--- src/rtl/perceptron_train_engine_pkg.sv ---
// Shared geometry helpers, saturating weight arithmetic and FSM state type
// for the perceptron training engine.
package perceptron_train_engine_pkg;

    typedef enum logic [1:0] {
        ST_IDLE = 2'd0,
        ST_RD   = 2'd1,
        ST_WR   = 2'd2,
        ST_FIN  = 2'd3
    } state_t;

    function automatic int nchunk_of(input int nw, input int lanes);
        return (nw + lanes - 1) / lanes;
    endfunction

    // A single-chunk row still gets a 1-bit chunk field so widths stay legal.
    function automatic int cw_of(input int nchunk);
        return (nchunk <= 1) ? 1 : $clog2(nchunk);
    endfunction

    function automatic int wmax_of(input int ww);
        return (1 << (ww - 1)) - 1;
    endfunction

    function automatic int wmin_of(input int ww);
        return -(1 << (ww - 1));
    endfunction

    localparam int WMAX = wmax_of(3);
    localparam int WMIN = wmin_of(3);

    function automatic int sat_inc(input int w, input int ww);
        return (w >= wmax_of(ww)) ? w : w + 1;
    endfunction

    function automatic int sat_dec(input int w, input int ww);
        return (w <= wmin_of(ww)) ? w : w - 1;
    endfunction

endpackage

--- src/rtl/perceptron_train_engine_if.sv ---
// Request, weight-RAM and completion signals of the training engine.
// Handshake: a request transfers on a clock edge where req_valid & req_ready are both 1;
// the source holds all req_* fields stable while req_valid=1 and req_ready=0.
interface perceptron_train_engine_if
    import perceptron_train_engine_pkg::*;
#(
    parameter int HIST_LEN = 16,
    parameter int WEIGHT_W = 3,
    parameter int LANES    = 4,
    parameter int INDEX_W  = 6,
    parameter int SUM_W    = 9,
    parameter int AW       = INDEX_W + cw_of(nchunk_of(HIST_LEN + 1, LANES))
);
    logic                      req_valid;
    logic                      req_ready;
    logic [INDEX_W-1:0]        req_index;
    logic [HIST_LEN-1:0]       req_hist;
    logic                      req_dir;
    logic                      req_pred;
    logic [SUM_W-1:0]          req_sum;
    logic                      wt_rd_en;
    logic [AW-1:0]             wt_rd_addr;
    logic [LANES*WEIGHT_W-1:0] wt_rd_data;
    logic                      wt_wr_en;
    logic [AW-1:0]             wt_wr_addr;
    logic [LANES*WEIGHT_W-1:0] wt_wr_data;
    logic                      done;
    logic                      trained;
    logic [15:0]               train_cnt;

    modport master (
        output req_valid, req_index, req_hist, req_dir, req_pred, req_sum, wt_rd_data,
        input  req_ready, wt_rd_en, wt_rd_addr, wt_wr_en, wt_wr_addr, wt_wr_data,
               done, trained, train_cnt
    );

    modport slave (
        input  req_valid, req_index, req_hist, req_dir, req_pred, req_sum, wt_rd_data,
        output req_ready, wt_rd_en, wt_rd_addr, wt_wr_en, wt_wr_addr, wt_wr_data,
               done, trained, train_cnt
    );
endinterface

--- src/rtl/perceptron_train_engine_weight_vec_update.sv ---
// Combinational LANES-wide saturating weight update; masked-off lanes pass through.
module perceptron_train_engine_weight_vec_update
    import perceptron_train_engine_pkg::*;
#(
    parameter int LANES    = 4,
    parameter int WEIGHT_W = 3
) (
    input  logic [LANES*WEIGHT_W-1:0] data,
    input  logic [LANES-1:0]          hist,
    input  logic [LANES-1:0]          lane_valid,
    input  logic                      dir,
    output logic [LANES*WEIGHT_W-1:0] result
);
    always_comb begin
        result = data;
        for (int l = 0; l < LANES; l++) begin
            int w;
            w = int'($signed(data[l*WEIGHT_W +: WEIGHT_W]));
            if (lane_valid[l]) begin
                w = (dir == hist[l]) ? sat_inc(w, WEIGHT_W) : sat_dec(w, WEIGHT_W);
                result[l*WEIGHT_W +: WEIGHT_W] = WEIGHT_W'(w);
            end
        end
    end
endmodule

--- src/rtl/perceptron_train_engine.sv ---
// Perceptron training engine: decides whether to train on each resolved branch and
// walks the row through the weight RAM one chunk at a time (read, then write back).
module perceptron_train_engine
    import perceptron_train_engine_pkg::*;
#(
    parameter int HIST_LEN = 16,
    parameter int WEIGHT_W = 3,
    parameter int LANES    = 4,
    parameter int INDEX_W  = 6,
    parameter int SUM_W    = 9,
    parameter int THETA    = 4
) (
    input  logic                        clk,
    input  logic                        rst_n,
    perceptron_train_engine_if.slave    bus,
    output state_t                      dbg_state
);
    localparam int NW     = HIST_LEN + 1;
    localparam int NCHUNK = nchunk_of(NW, LANES);
    localparam int CW     = cw_of(NCHUNK);
    localparam int AW     = INDEX_W + CW;
    localparam int PADW   = NCHUNK * LANES;

    state_t                    state, state_nxt;
    logic [CW-1:0]             chunk;
    logic [AW-1:0]             addr;
    logic [PADW-1:0]           hist_pad;
    logic                      dir_q;
    logic                      nt_q;
    logic [15:0]               cnt;
    logic                      accept, train, last_chunk;
    logic [SUM_W:0]            sum_ext, sum_abs;
    logic [LANES-1:0]          lane_hist, lane_valid;
    logic [LANES*WEIGHT_W-1:0] upd;

    // Widen before negating so the most negative sum has a representable magnitude.
    assign sum_ext    = {bus.req_sum[SUM_W-1], bus.req_sum};
    assign sum_abs    = sum_ext[SUM_W] ? -sum_ext : sum_ext;
    assign train      = (bus.req_dir != bus.req_pred) | (sum_abs <= (SUM_W+1)'(THETA));
    assign accept     = bus.req_valid & (state == ST_IDLE);
    assign last_chunk = (chunk == CW'(NCHUNK - 1));

    always_comb begin
        state_nxt = state;
        case (state)
            ST_IDLE: if (accept && train) state_nxt = ST_RD;
            ST_RD:   state_nxt = ST_WR;
            ST_WR:   state_nxt = last_chunk ? ST_FIN : ST_RD;
            ST_FIN:  state_nxt = ST_IDLE;
            default: state_nxt = ST_IDLE;
        endcase
    end

    always_ff @(posedge clk or negedge rst_n) begin
        if (!rst_n) begin
            state    <= ST_IDLE;
            chunk    <= '0;
            addr     <= '0;
            hist_pad <= '0;
            dir_q    <= 1'b0;
            nt_q     <= 1'b0;
            cnt      <= '0;
        end else begin
            state <= state_nxt;
            nt_q  <= accept & ~train;
            if (accept && train) begin
                chunk    <= '0;
                addr     <= AW'(int'(bus.req_index) * NCHUNK);
                hist_pad <= PADW'({bus.req_hist, 1'b1});
                dir_q    <= bus.req_dir;
            end else if (state == ST_WR && !last_chunk) begin
                chunk <= chunk + 1'b1;
                addr  <= addr + 1'b1;
            end
            if (state == ST_FIN) cnt <= cnt + 1'b1;
        end
    end

    // Bias occupies bit 0 of hist_pad as a constant 1; bits past NW are padding lanes.
    always_comb begin
        lane_hist = hist_pad[int'(chunk)*LANES +: LANES];
        for (int l = 0; l < LANES; l++) begin
            lane_valid[l] = (int'(chunk) * LANES + l) < NW;
        end
    end

    perceptron_train_engine_weight_vec_update #(
        .LANES    (LANES),
        .WEIGHT_W (WEIGHT_W)
    ) u_update (
        .data       (bus.wt_rd_data),
        .hist       (lane_hist),
        .lane_valid (lane_valid),
        .dir        (dir_q),
        .result     (upd)
    );

    assign bus.req_ready  = (state == ST_IDLE);
    assign bus.wt_rd_en   = (state == ST_RD);
    assign bus.wt_wr_en   = (state == ST_WR);
    assign bus.wt_rd_addr = addr;
    assign bus.wt_wr_addr = addr;
    assign bus.wt_wr_data = (state == ST_WR) ? upd : '0;
    assign bus.done       = (state == ST_FIN) | nt_q;
    assign bus.trained    = (state == ST_FIN);
    assign bus.train_cnt  = cnt;
    assign dbg_state      = state;
endmodule

--- src/flat_wrapper.sv ---
// flat-port wrapper written by rule: the top's interface ports become plain ports
module perceptron_train_engine_flat import perceptron_train_engine_pkg::*;
#(
    parameter int HIST_LEN = 16,
    parameter int WEIGHT_W = 3,
    parameter int LANES    = 4,
    parameter int INDEX_W  = 6,
    parameter int SUM_W    = 9,
    parameter int THETA    = 4
)
  (clk, rst_n, dbg_state, bus_req_valid, bus_req_index, bus_req_hist, bus_req_dir, bus_req_pred, bus_req_sum, bus_wt_rd_data, bus_req_ready, bus_wt_rd_en, bus_wt_rd_addr, bus_wt_wr_en, bus_wt_wr_addr, bus_wt_wr_data, bus_done, bus_trained, bus_train_cnt);
  perceptron_train_engine_if #(.HIST_LEN(HIST_LEN), .WEIGHT_W(WEIGHT_W), .LANES(LANES), .INDEX_W(INDEX_W), .SUM_W(SUM_W)) bus_i ();
  input  logic clk;
  input  logic rst_n;
  output state_t dbg_state;
  input wire logic [$bits(bus_i.req_valid)-1:0] bus_req_valid;
  input wire logic [$bits(bus_i.req_index)-1:0] bus_req_index;
  input wire logic [$bits(bus_i.req_hist)-1:0] bus_req_hist;
  input wire logic [$bits(bus_i.req_dir)-1:0] bus_req_dir;
  input wire logic [$bits(bus_i.req_pred)-1:0] bus_req_pred;
  input wire logic [$bits(bus_i.req_sum)-1:0] bus_req_sum;
  input wire logic [$bits(bus_i.wt_rd_data)-1:0] bus_wt_rd_data;
  output wire logic [$bits(bus_i.req_ready)-1:0] bus_req_ready;
  output wire logic [$bits(bus_i.wt_rd_en)-1:0] bus_wt_rd_en;
  output wire logic [$bits(bus_i.wt_rd_addr)-1:0] bus_wt_rd_addr;
  output wire logic [$bits(bus_i.wt_wr_en)-1:0] bus_wt_wr_en;
  output wire logic [$bits(bus_i.wt_wr_addr)-1:0] bus_wt_wr_addr;
  output wire logic [$bits(bus_i.wt_wr_data)-1:0] bus_wt_wr_data;
  output wire logic [$bits(bus_i.done)-1:0] bus_done;
  output wire logic [$bits(bus_i.trained)-1:0] bus_trained;
  output wire logic [$bits(bus_i.train_cnt)-1:0] bus_train_cnt;
  assign bus_i.req_valid = bus_req_valid;
  assign bus_i.req_index = bus_req_index;
  assign bus_i.req_hist = bus_req_hist;
  assign bus_i.req_dir = bus_req_dir;
  assign bus_i.req_pred = bus_req_pred;
  assign bus_i.req_sum = bus_req_sum;
  assign bus_i.wt_rd_data = bus_wt_rd_data;
  assign bus_req_ready = bus_i.req_ready;
  assign bus_wt_rd_en = bus_i.wt_rd_en;
  assign bus_wt_rd_addr = bus_i.wt_rd_addr;
  assign bus_wt_wr_en = bus_i.wt_wr_en;
  assign bus_wt_wr_addr = bus_i.wt_wr_addr;
  assign bus_wt_wr_data = bus_i.wt_wr_data;
  assign bus_done = bus_i.done;
  assign bus_trained = bus_i.trained;
  assign bus_train_cnt = bus_i.train_cnt;
  perceptron_train_engine #(.HIST_LEN(HIST_LEN), .WEIGHT_W(WEIGHT_W), .LANES(LANES), .INDEX_W(INDEX_W), .SUM_W(SUM_W), .THETA(THETA)) u_core (.clk(clk), .rst_n(rst_n), .bus(bus_i), .dbg_state(dbg_state));
endmodule
--- config.mk ---
export PLATFORM = sky130hd
export DESIGN_NAME = perceptron_train_engine_flat
export DESIGN_NICKNAME = d
export VERILOG_FILES = /design/src/rtl/perceptron_train_engine_pkg.sv /design/src/rtl/perceptron_train_engine_if.sv /design/src/rtl/perceptron_train_engine_weight_vec_update.sv /design/src/rtl/perceptron_train_engine.sv /design/src/flat_wrapper.sv
export SDC_FILE = /design/constraint.sdc
export NUM_CORES = 1
export LEC_CHECK = 0
export CAP_MARGIN = 10
export CELL_PAD_IN_SITES_DETAIL_PLACEMENT = 1
export CELL_PAD_IN_SITES_GLOBAL_PLACEMENT = 1
export CORE_MARGIN = 4
export CORE_UTILIZATION = 35
export DETAILED_ROUTE_END_ITERATION = 7
export GPL_TIMING_DRIVEN = 0
export PLACE_DENSITY = 0.89
export SLEW_MARGIN = 25
export SYNTH_ARGS = -nofsm -noshare
export SYNTH_HDL_FRONTEND = slang
export SYNTH_SLANG_ARGS = --single-unit
--- constraint.sdc ---
create_clock -name clk -period 3.34 [get_ports clk]
set_input_delay 0.668 -clock clk [delete_from_list [all_inputs] [get_ports clk]]
set_output_delay 0.668 -clock clk [all_outputs]
set_load 0.005 [all_outputs]
==> summary.md <==
| Metric | Value |
|---|---|
| Status | complete, but fails checks |
| Failing checks | negative setup slack |
| First-pass GRT wire length | 16400 um |
| R2r worst-path depth | 6 |
| Top FF cell, synth | dfrtp_1 |
| FFs w/ async S/R, synth | 100% |
| Yosys warns | 0 |
| Syn_area_per_cell | about 9.7 um^2 |
| Setup Crit Path Kind | reg -> out |
| Clk root buf | clkbuf_8 |
| Largest net degree at the start of global routing | 50 |
| Register share of total power | 27.5% |
| Fin crit period | 3.40 ns |
| Initial drt markers | 66 |
| Mapped Area | 3440 um^2 |
| P_sw | 1330 uW |
| Setup TNS | -0.0563 ns |
| RSZ-0062 raised after global routing | yes |
| Final instance count without filler cells | 608 |
| Combinational fraction of design power | 58.7% |
| Die Height | 107 um |
| Internal | roughly 2300 uW |
| Flop2flop setup slack | 0.85 ns |
| CTS max path bufs | 2 |
| Hold_buf cts | 0 |
| Mapped Cells | 356 |
| Number of vias in the routed layout | around 3.1k |
| DRT Pass-1 Iters | 4 |
| Post-Syn Nets | 437 |
| CTS buffer count | 5 |
| Worst Hold Class | in -> async |
| Multiplexer share of the synthesized area | 10.5% |
| Grt ovf | 0 |
| CORE AREA | 9420 um^2 |
| H-tree depth | 2 |
| Final Slew Violations | 0 |
| Yosys reg bits | 49 |
| Die ar. | between 10000 and 15000 um^2 |
| Post-synth EDFFs | 0 |
| RR Endpoint | u_core.hist_pad[16] |
| Tightest Pin Transition | 0.687 ns |
| Antenna diodes | 0 |
| Hold Vio Cnt, Final | 0 |
| Final Worst Setup Slack | -0.0563 ns |
| CP required | 2.67 ns |
| Critical Path Start | u_core.chunk[1] |
| Peak supply drop | 310 uV |
| Die W | 107 um |
| Worst-Skew Late Latency | 0.30 ns |
| CTS tree | done |
| Area share of and/or/nand/nor cells after synthesis | between 10% and 20% |
| Port buffer count | 100 |
| Crit path capture | bus_wt_wr_data[0] |
| Number of global-route vias before repair | ~3.4k |
| Period utilisation layout | 102% |
| Maxcap violations | 0 |
| Final setup vio count | 1 |
| IO Pins | around 100 |
| Clock Sinks | 49 |
| Share of layout cells above drive strength 1 | between 10% and 20% |
| Power density cells | approximately 730 nW/um^2 |
| Max Freq | between 200 and 300 MHz |
| Total power | 3590 uW |
| Clock transition at path regs | 0.09 ns |
| Relative slew slack | 54.2% |
| Synth Area in XOR/XNOR | 9.41% |
| Dpl hpwl | 7800 um |
| Site Rows | 35 |
| Filler cells | 1067 |
| Largest family of logic cells by synthesized area | simple AND/OR/NAND/NOR gates |
| DRC | 0 |
| Via/cell ratio | 5.10 |
| Layout area overhead | 42.5% |
| Final wirelength | 10200 um |
| Commonest non-fill, non-tap cell in the layout | clkdlybuf4s50_1 |
| Lkg Pwr | between 0.002 and 0.0025 uW |
| Avg WL per Cell | about 17 um |
| Worst Setup Start Kind | register |
| Commonest cells after routing, fill and taps aside | clkdlybuf4s50_1, dfrtp_1, nand2_1, ha_1, buf_4 |
| Antenna violations before repair | 0 |
| Switch share | 37.1% |
| Post-Synth Adder-Cell Area | around 12% |
| Crit Path Max Fanout | 6 |
| Nets | 559 |
| Register area share after synthesis | 35.6% |
| Dpl cells | 585 |
| ANT nets after route | 0 |
| Starting Density | 36.6% |
| Clock share of power | 13.8% |
| RePlAce Congestion | around 0.8 |
| Reg2reg start | u_core.dbg_state[1] |
| CP Capture Type | output port |
| Total track usage | 17.5% |
| Clock skew | 0.00679 ns |
| Synth cell types | 52 |
| Compound-cell area share of the yosys netlist | 10.2% |
| Crit path DAT | 2.73 ns |
## how the worst min path moves through the flow
stage / from / to / slack (ns) / cells after the start
after detailed placement: u_core.hist_pad[0] / u_core.hist_pad[0] / 0.46 / 1
after floorplan: rst_n / u_core.bus.train_cnt[0] / 0.37 / 0
final: rst_n / u_core.bus.train_cnt[13] / 0.39 / 1
after global routing: rst_n / u_core.hist_pad[8] / 0.42 / 1
after CTS: rst_n / u_core.hist_pad[14] / 0.40 / 1
after global placement: u_core.hist_pad[0] / u_core.hist_pad[0] / 0.45 / 1
## logic make-up after synthesis
group / Yosys count
simple gates: 108
compound gates: 56
flops: 49
buf+inv: 44
xor+xnor: 37
fa+ha+maj: 33
mux: 29
## area by class of cell
class | instances | area (um^2) | share of cell area, %
clock inverters | 3 | 65.1 | 1.33
repair buffers | 116 | 1080 | 22.0
multi-input cells | 263 | 2090 | 42.7
well taps | 129 | 161 | 3.29
flip-flops and latches | 49 | 1230 | 25.0
plain buffers | 19 | 120 | 2.45
clock buffers | 5 | 68.8 | 1.40
inverters | 24 | 90.1 | 1.84
## through the flow
stage	setup WS [ns]	hold WS, ns	instance area (um^2)	utilization, %
6_report	-0.0563	0.391	4910	52.1
4_1_cts	-0.106	0.403	4830	51.3
3_5_place_dp	-0.558	0.458	4600	48.9
5_1_grt	-0.157	0.425	4910	52.1
3_3_place_gp	-0.487	0.454	4610	48.9
2_1_floorplan	0.357	0.372	3440	-
## worst max-delay path: stages (launching register included)
cell      delay, ns
dfrtp_1        0.41
buf_6          0.14
nor4bb_4       0.34
mux2_4         0.33
or4b_4         0.56
mux2_4         0.34
xnor2_2        0.12
nor2_1         0.07
buf_2          0.12
## sequential cells by signal, summed over array words and instances, names as in the netlist
signal	cells
u_core.dir_q	1
u_core.chunk	3
u_core.nt_q	1
u_core.bus.train_cnt	16
u_core.dbg_state	2
u_core.hist_pad	17
u_core.bus.wt_rd_addr	9
## layer usage
layer	vias to the layer above	global-route usage [%]	part of all wire, %	wire length [um]
li1	1469	-	-	-
met1	1546	20.2	40	4090
met2	73	32.9	53	5400
met3	10	4.39	6.1	622
met4	0	3.01	0.93	95
met5	-	0	0	0
## what timing repair did
item                                    4_1_cts  5_1_grt
resized for setup                            43       23
buffers inserted                              7        9
pin swaps                                    10       10
endpoints found under the setup margin       12       12
## synthesized netlist by cell type (3+ instances only)
master | count | share of area [%]
and3_1 | 7 | 1.3
xor2_1 | 13 | 3.3
nand3_1 | 8 | 1.2
nand4_1 | 5 | 0.91
clkbuf_1 | 8 | 0.87
o21ai_0 | 15 | 2.2
mux2_2 | 19 | 6.2
buf_4 | 10 | 2.2
dfrtp_1 | 49 | 36
inv_1 | 24 | 2.6
nor3_1 | 5 | 0.73
nor2b_1 | 5 | 0.91
ha_1 | 32 | 12
mux4_2 | 3 | 2.0
nor2_1 | 23 | 2.5
o211ai_1 | 3 | 0.65
xnor2_1 | 24 | 6.1
mux2i_1 | 4 | 1.2
or3_1 | 3 | 0.54
nand2_1 | 36 | 3.9
nor4_1 | 3 | 0.54
a21oi_1 | 16 | 2.3
## power groups by stage
| stage | Combinational (uW) | Sequential [uW] | Clock [uW] |
|---|---|---|---|
| floorplan | 1150 | 943 | 0 |
| global placement | 1820 | 977 | 0 |
| detailed placement | 1910 | 997 | 0 |
| CTS | 2040 | 990 | 504 |
| global route | 2300 | 1020 | 534 |
| finish | 2110 | 988 | 494 |
Power figures use the tool's default switching activity.
==> patch 1 (same flow settings) <==
Put one more register stage on the output `dbg_state`. The value now appears one clock later. The other outputs are not delayed to match.
--- a/src/rtl/perceptron_train_engine.sv
+++ b/src/rtl/perceptron_train_engine.sv
@@ -104,6 +104,8 @@
     assign bus.done       = (state == ST_FIN) | nt_q;
     assign bus.trained    = (state == ST_FIN);
     assign bus.train_cnt  = cnt;
-    assign dbg_state      = state;
+    always_ff @(posedge clk) begin
+        dbg_state <= state;
+    end
 endmodule
 
Check against the original RTL: not equivalent (Yosys sat finds a counterexample within 4 cycles, from zero or initial values and one cycle with rst_n low).
==> patch 1 against the unedited design <==
Total power is 2.4% lower; register-to-register slack improved by 450 ps; routed wire length increased by 3.1%; area after synthesis increased by 2.0%; cell area grew 0.64%; worst setup slack better by 140 ps; fmax up 4.3%; sequential cell count grew 2; largest cell class unchanged; largest power group unchanged.
==> patch 1: results (changes against the unedited design) <==
[setup_path]
slowest_stage = nor4_4  ; was or4b_4
timing.rr.start = u_core.chunk[1]  ; was u_core.dbg_state[1]
r2r_slack_ps = 1300  ; was 850 ps
cp.arrival_ps = 2590  ; was 2730 ps
endpoint = bus_wt_wr_data[9]  ; was bus_wt_wr_data[0]
reg2reg_to = u_core.bus.wt_rd_addr[7]  ; was u_core.hist_pad[16]
r2r_cells = 7  ; was 6
cp_max_fo = 4  ; was 6

[route]
wl_per_cell_um = 17.30  ; was 16.78 um
drtIter0Drc = 148  ; was 66
via_per_inst = 5.153  ; was 5.095

[placed_design]
postPlaceCellArea_um2 = 4678  ; was 4604 um^2
place_inst = 587  ; was 585
routabilityCongestion = 0.8324  ; was 0.8045
preCtsSetupSlack_ps = -616.2  ; was -557.9 ps

[synthesis]
syn_area_per_cell_um2 = 9.925  ; was 9.676 um^2
ys_seq_area_share_pct = 36.04  ; was 35.60%
synth_common_cells = 49 x dfrtp_1, 32 x ha_1, 28 x nand2_1, 27 x inv_1, 22 x xnor2_1  ; was 49 x dfrtp_1, 36 x nand2_1, 32 x ha_1, 24 x inv_1, 24 x xnor2_1
synthTopCellsByArea = dfrtp_1 35%, ha_1 11%, mux2_2 6.4%  ; was dfrtp_1 36%, ha_1 12%, mux2_2 6.2%
synth_top_area_share_pct = 34.90  ; was 35.60%
synthAdderAreaFrac_pct = 11.97  ; was 12.20%
async_flop_share_pct = 96.08  ; was 100.0%
synth_xor_area_share_pct = 9.188  ; was 9.408%
synthMuxAreaShare_pct = 9.758  ; was 10.53%

[clock_network]
cts_resized = 38  ; was 43
clk_latency_ps = 310

[power]
ir_drop_v = 0.0003252  ; was 0.0003096 V
p_leak_nw = 2.188  ; was 2.239 nW

[global_routing]
met2_usage_pct = 33.26  ; was 32.89%
grt_pass1_wl_mm = 17.32  ; was 16.43 mm
first_global_vias = 3511  ; was 3389
grt_usage_pct = 18.39  ; was 17.55%
globalRouteMet1Util_pct = 21.46  ; was 20.23%

[final_layout]
num-fill-cells = 1115  ; was 1067
layout-drive-gt1-share_pct = 20.63  ; was 18.16%

[timing]
fin_hold_ws_ps = 376.3  ; was 390.7 ps
max_clock_freq_mhz = 307.0  ; was 294.4 MHz

[run_status]
status = complete, no violations  ; was complete, but fails checks

==> patch 1: cell types whose count changed in the layout (fill, tap and decap cells not counted), moves of 4 or more <==
cell	unedited run	this run
nand3_1	7	11
o21ai_0	14	19
nand2_1	36	28
clkbuf_1	8	4
clkbuf_2	4	10
xnor2_1	22	18
nor2_1	22	15
==> patch 1: report_power, final <==
group          internal, mW  switching, mW  total (mW)
registers             0.831          0.208        1.04
clock network         0.148          0.213       0.361
logic                  1.19          0.916        2.10
==> patch 1: final cells by class <==
| cell class | instances | area share [%] |
|---|---|---|
| flip-flops and latches | 51 | 25.64 |
| multi-input cells | 257 | 43.83 |
| repair buffers | 113 | 20.93 |
| clock inverters | 3 | 0.3800 |
| well taps | 133 | 3.370 |
| plain buffers | 19 | 2.407 |
| clock buffers | 5 | 1.393 |
| inverters | 27 | 2.052 |
==> patch 1: per-layer routing <==
layer  up-vias  routed length (um)
li1       1476                   -
met1      1551                4263
met2        90                5347
met3        16                 777
met4         0                 132
met5         -                   0
==> patch 2 (same flow settings) <==
Made on the original files. `WEIGHT_W` is set to 3 in 4 places; all go to 6.
--- a/src/rtl/perceptron_train_engine_if.sv
+++ b/src/rtl/perceptron_train_engine_if.sv
@@ -5,7 +5,7 @@
     import perceptron_train_engine_pkg::*;
 #(
     parameter int HIST_LEN = 16,
-    parameter int WEIGHT_W = 3,
+    parameter int WEIGHT_W = 6,
     parameter int LANES    = 4,
     parameter int INDEX_W  = 6,
     parameter int SUM_W    = 9,
--- a/src/rtl/perceptron_train_engine_weight_vec_update.sv
+++ b/src/rtl/perceptron_train_engine_weight_vec_update.sv
@@ -3,7 +3,7 @@
     import perceptron_train_engine_pkg::*;
 #(
     parameter int LANES    = 4,
-    parameter int WEIGHT_W = 3
+    parameter int WEIGHT_W = 6
 ) (
     input  logic [LANES*WEIGHT_W-1:0] data,
     input  logic [LANES-1:0]          hist,
--- a/src/rtl/perceptron_train_engine.sv
+++ b/src/rtl/perceptron_train_engine.sv
@@ -4,7 +4,7 @@
     import perceptron_train_engine_pkg::*;
 #(
     parameter int HIST_LEN = 16,
-    parameter int WEIGHT_W = 3,
+    parameter int WEIGHT_W = 6,
     parameter int LANES    = 4,
     parameter int INDEX_W  = 6,
     parameter int SUM_W    = 9,
--- a/src/flat_wrapper.sv
+++ b/src/flat_wrapper.sv
@@ -2,7 +2,7 @@
 module perceptron_train_engine_flat import perceptron_train_engine_pkg::*;
 #(
     parameter int HIST_LEN = 16,
-    parameter int WEIGHT_W = 3,
+    parameter int WEIGHT_W = 6,
     parameter int LANES    = 4,
     parameter int INDEX_W  = 6,
     parameter int SUM_W    = 9,
Ports: changed (resized bus_wt_rd_data and bus_wt_wr_data); port bits go from 101 to 125. The function was not compared with the original's and may differ.
==> patch 2 against the unedited design <==
Worst setup slack improved by 110 ps; routed wire length rose by 53%; non-clock buffer count rose by 46; total power rose by 56%; clock skew fell by 4.1 ps; sequential cell count did not move; critical path depth rose by 2; cell area rose by 29%; register-to-register slack got worse by 30 ps; area after synthesis rose by 26%; critical path type unchanged; largest power group unchanged; highest routed layer unchanged.
==> patch 2: results (changes against the unedited design) <==
[run_status]
status = complete, no violations  ; was complete, but fails checks

[placed_design]
port_buffers = 115  ; was 100
preCtsSetupSlack_ps = -615.4  ; was -557.9 ps
place_inst = 797  ; was 585
dp_hpwl_mm = 11.49  ; was 7.796 mm

[synthesis]
syn_area_per_cell_um2 = 8.420  ; was 9.676 um^2
synthMuxAreaShare_pct = 9.078  ; was 10.53%
ys_seq_area_share_pct = 28.33  ; was 35.60%
syn-num-nets = 600  ; was 437
synth_xor_area_share_pct = 8.066  ; was 9.408%
synth_compound_area_share_pct = 16.88  ; was 10.21%
synth_common_cells = 49 x dfrtp_1, 45 x nor2_1, 44 x nand2_1, 32 x a21oi_1, 27 x nand3_1  ; was 49 x dfrtp_1, 36 x nand2_1, 32 x ha_1, 24 x inv_1, 24 x xnor2_1
ys_types = 68  ; was 52
synthTopCellsByArea = dfrtp_1 28%, ha_1 7.2%, mux2_1 4.7%  ; was dfrtp_1 36%, ha_1 12%, mux2_2 6.2%

[power]
power_mw = 5.596  ; was 3.589 mW
power.internal_mw = 3.267  ; was 2.259 mW
p_leak_nw = 2.745  ; was 2.239 nW
pg_comb_mw = 3.99  ; was 2.11 mW
ir_drop_v = 0.0003765  ; was 0.0003096 V

[final_layout]
fin_cells = 832  ; was 608
final_nets = 749  ; was 559
seq_share_pct = 19.41  ; was 25.01%
seqCellArea_um2 = 1226  ; was 1227 um^2
nClkBuffers = 7  ; was 5
nFlopsAndLatches = 49  ; unchanged
num-fill-cells = 1416  ; was 1067
nMultiInputCombCells = 406  ; was 263
signal_buffers = 181  ; was 135
inv_count = 20  ; was 24
final-clk-cell-share_pct = 2.734  ; was 2.728%
layout-drive-gt1-share_pct = 17.47  ; was 18.16%

[route]
via_per_inst = 5.469  ; was 5.095
drt_wl_total_mm = 15.63  ; was 10.20 mm
route.met2.wl_mm = 8.267  ; was 5.395 mm
wl_met1_mm = 6.228  ; was 4.089 mm
drtIter0Drc = 190  ; was 66
wl_met3_um = 801  ; was 622 um

[setup_path]
reg2reg_to = u_core.bus.wt_rd_addr[5]  ; was u_core.hist_pad[16]
cp_max_fo = 4  ; was 6
cp.arrival_ps = 2620  ; was 2730 ps
timing.rr.start = u_core.chunk[0]  ; was u_core.dbg_state[1]
r2r_slack_ps = 820  ; was 850 ps
r2r_cells = 10  ; was 6

[global_routing]
first_global_vias = 4909  ; was 3389
grtUsageMet3_pct = 4.463  ; was 4.395%
grt_pass1_wl_mm = 25.57  ; was 16.43 mm

[timing]
clock_skew_ps = 2.698  ; was 6.793 ps
worstMarginPinSlew_ps = 685.4  ; was 687.4 ps
fin_hold_ws_ps = 398.7  ; was 390.7 ps

[clock_network]
cts_root_buf = clkbuf_16  ; was clkbuf_8
cts.clk_slew.worst_paths_ps = 60  ; was 90 ps

[patch 2: changes by cell type after synthesis, moves of 5 or more]
cell      unedited run  this run
mux2i_1              4        10
o211ai_1             3         8
or3_1                3         9
and2_1               1         7
a21oi_1             16        32
mux2_1               1        18
clkbuf_1             8        21
nor3b_1              0         5
nor2_1              23        45
nand3_1              8        27
nand2_1             36        44
ha_1                32        25
nor3_1               5        20
mux2_2              19         2
[patch 2: how the worst max path moves through the flow]
stage / from / endpoint / slack [ps] / depth (start not counted)
after floorplan: bus_wt_rd_data[8] / bus_wt_wr_data[11] / 600 / 6
after global placement: bus_wt_rd_data[12] / bus_wt_wr_data[12] / -540 / 8
after detailed placement: bus_wt_rd_data[0] / bus_wt_wr_data[1] / -620 / 9
after CTS: bus_wt_rd_data[2] / bus_wt_wr_data[0] / -120 / 9
after global routing: u_core.dbg_state[0] / bus_wt_wr_data[5] / -140 / 5
final: u_core.chunk[0] / bus_wt_wr_data[14] / 50 / 10
[patch 2: cell families (layout without fill, tap and decap cells)]
| logic type | Yosys count | after routing |
|---|---|---|
| compound gates | 108 | 108 |
| buf+inv | 59 | 209 |
| xor+xnor | 39 | 39 |
| mux | 33 | 33 |
| fa+ha+maj | 26 | 26 |
| simple gates | 200 | 200 |
| flops | 49 | 49 |
[patch 2: timing repair]
item / in CTS / in global routing
endpoints found under the hold margin: 0 / 0
gates resized for setup: 86 / 36
buffers inserted: 17 / 9
pin swaps: 3 / 12
endpoints found under the setup margin: 24 / 14
gates cloned: 1 / 0
[patch 2: critical path: stages, from the launching register on]
cell and delay [ps]:
dfrtp_1 360, buf_6 130, mux4_2 550, and2_4 200
xor2_2 160, buf_2 160, buf_4 130, nor2_1 130
a41oi_1 70, o31ai_2 290, buf_2 160
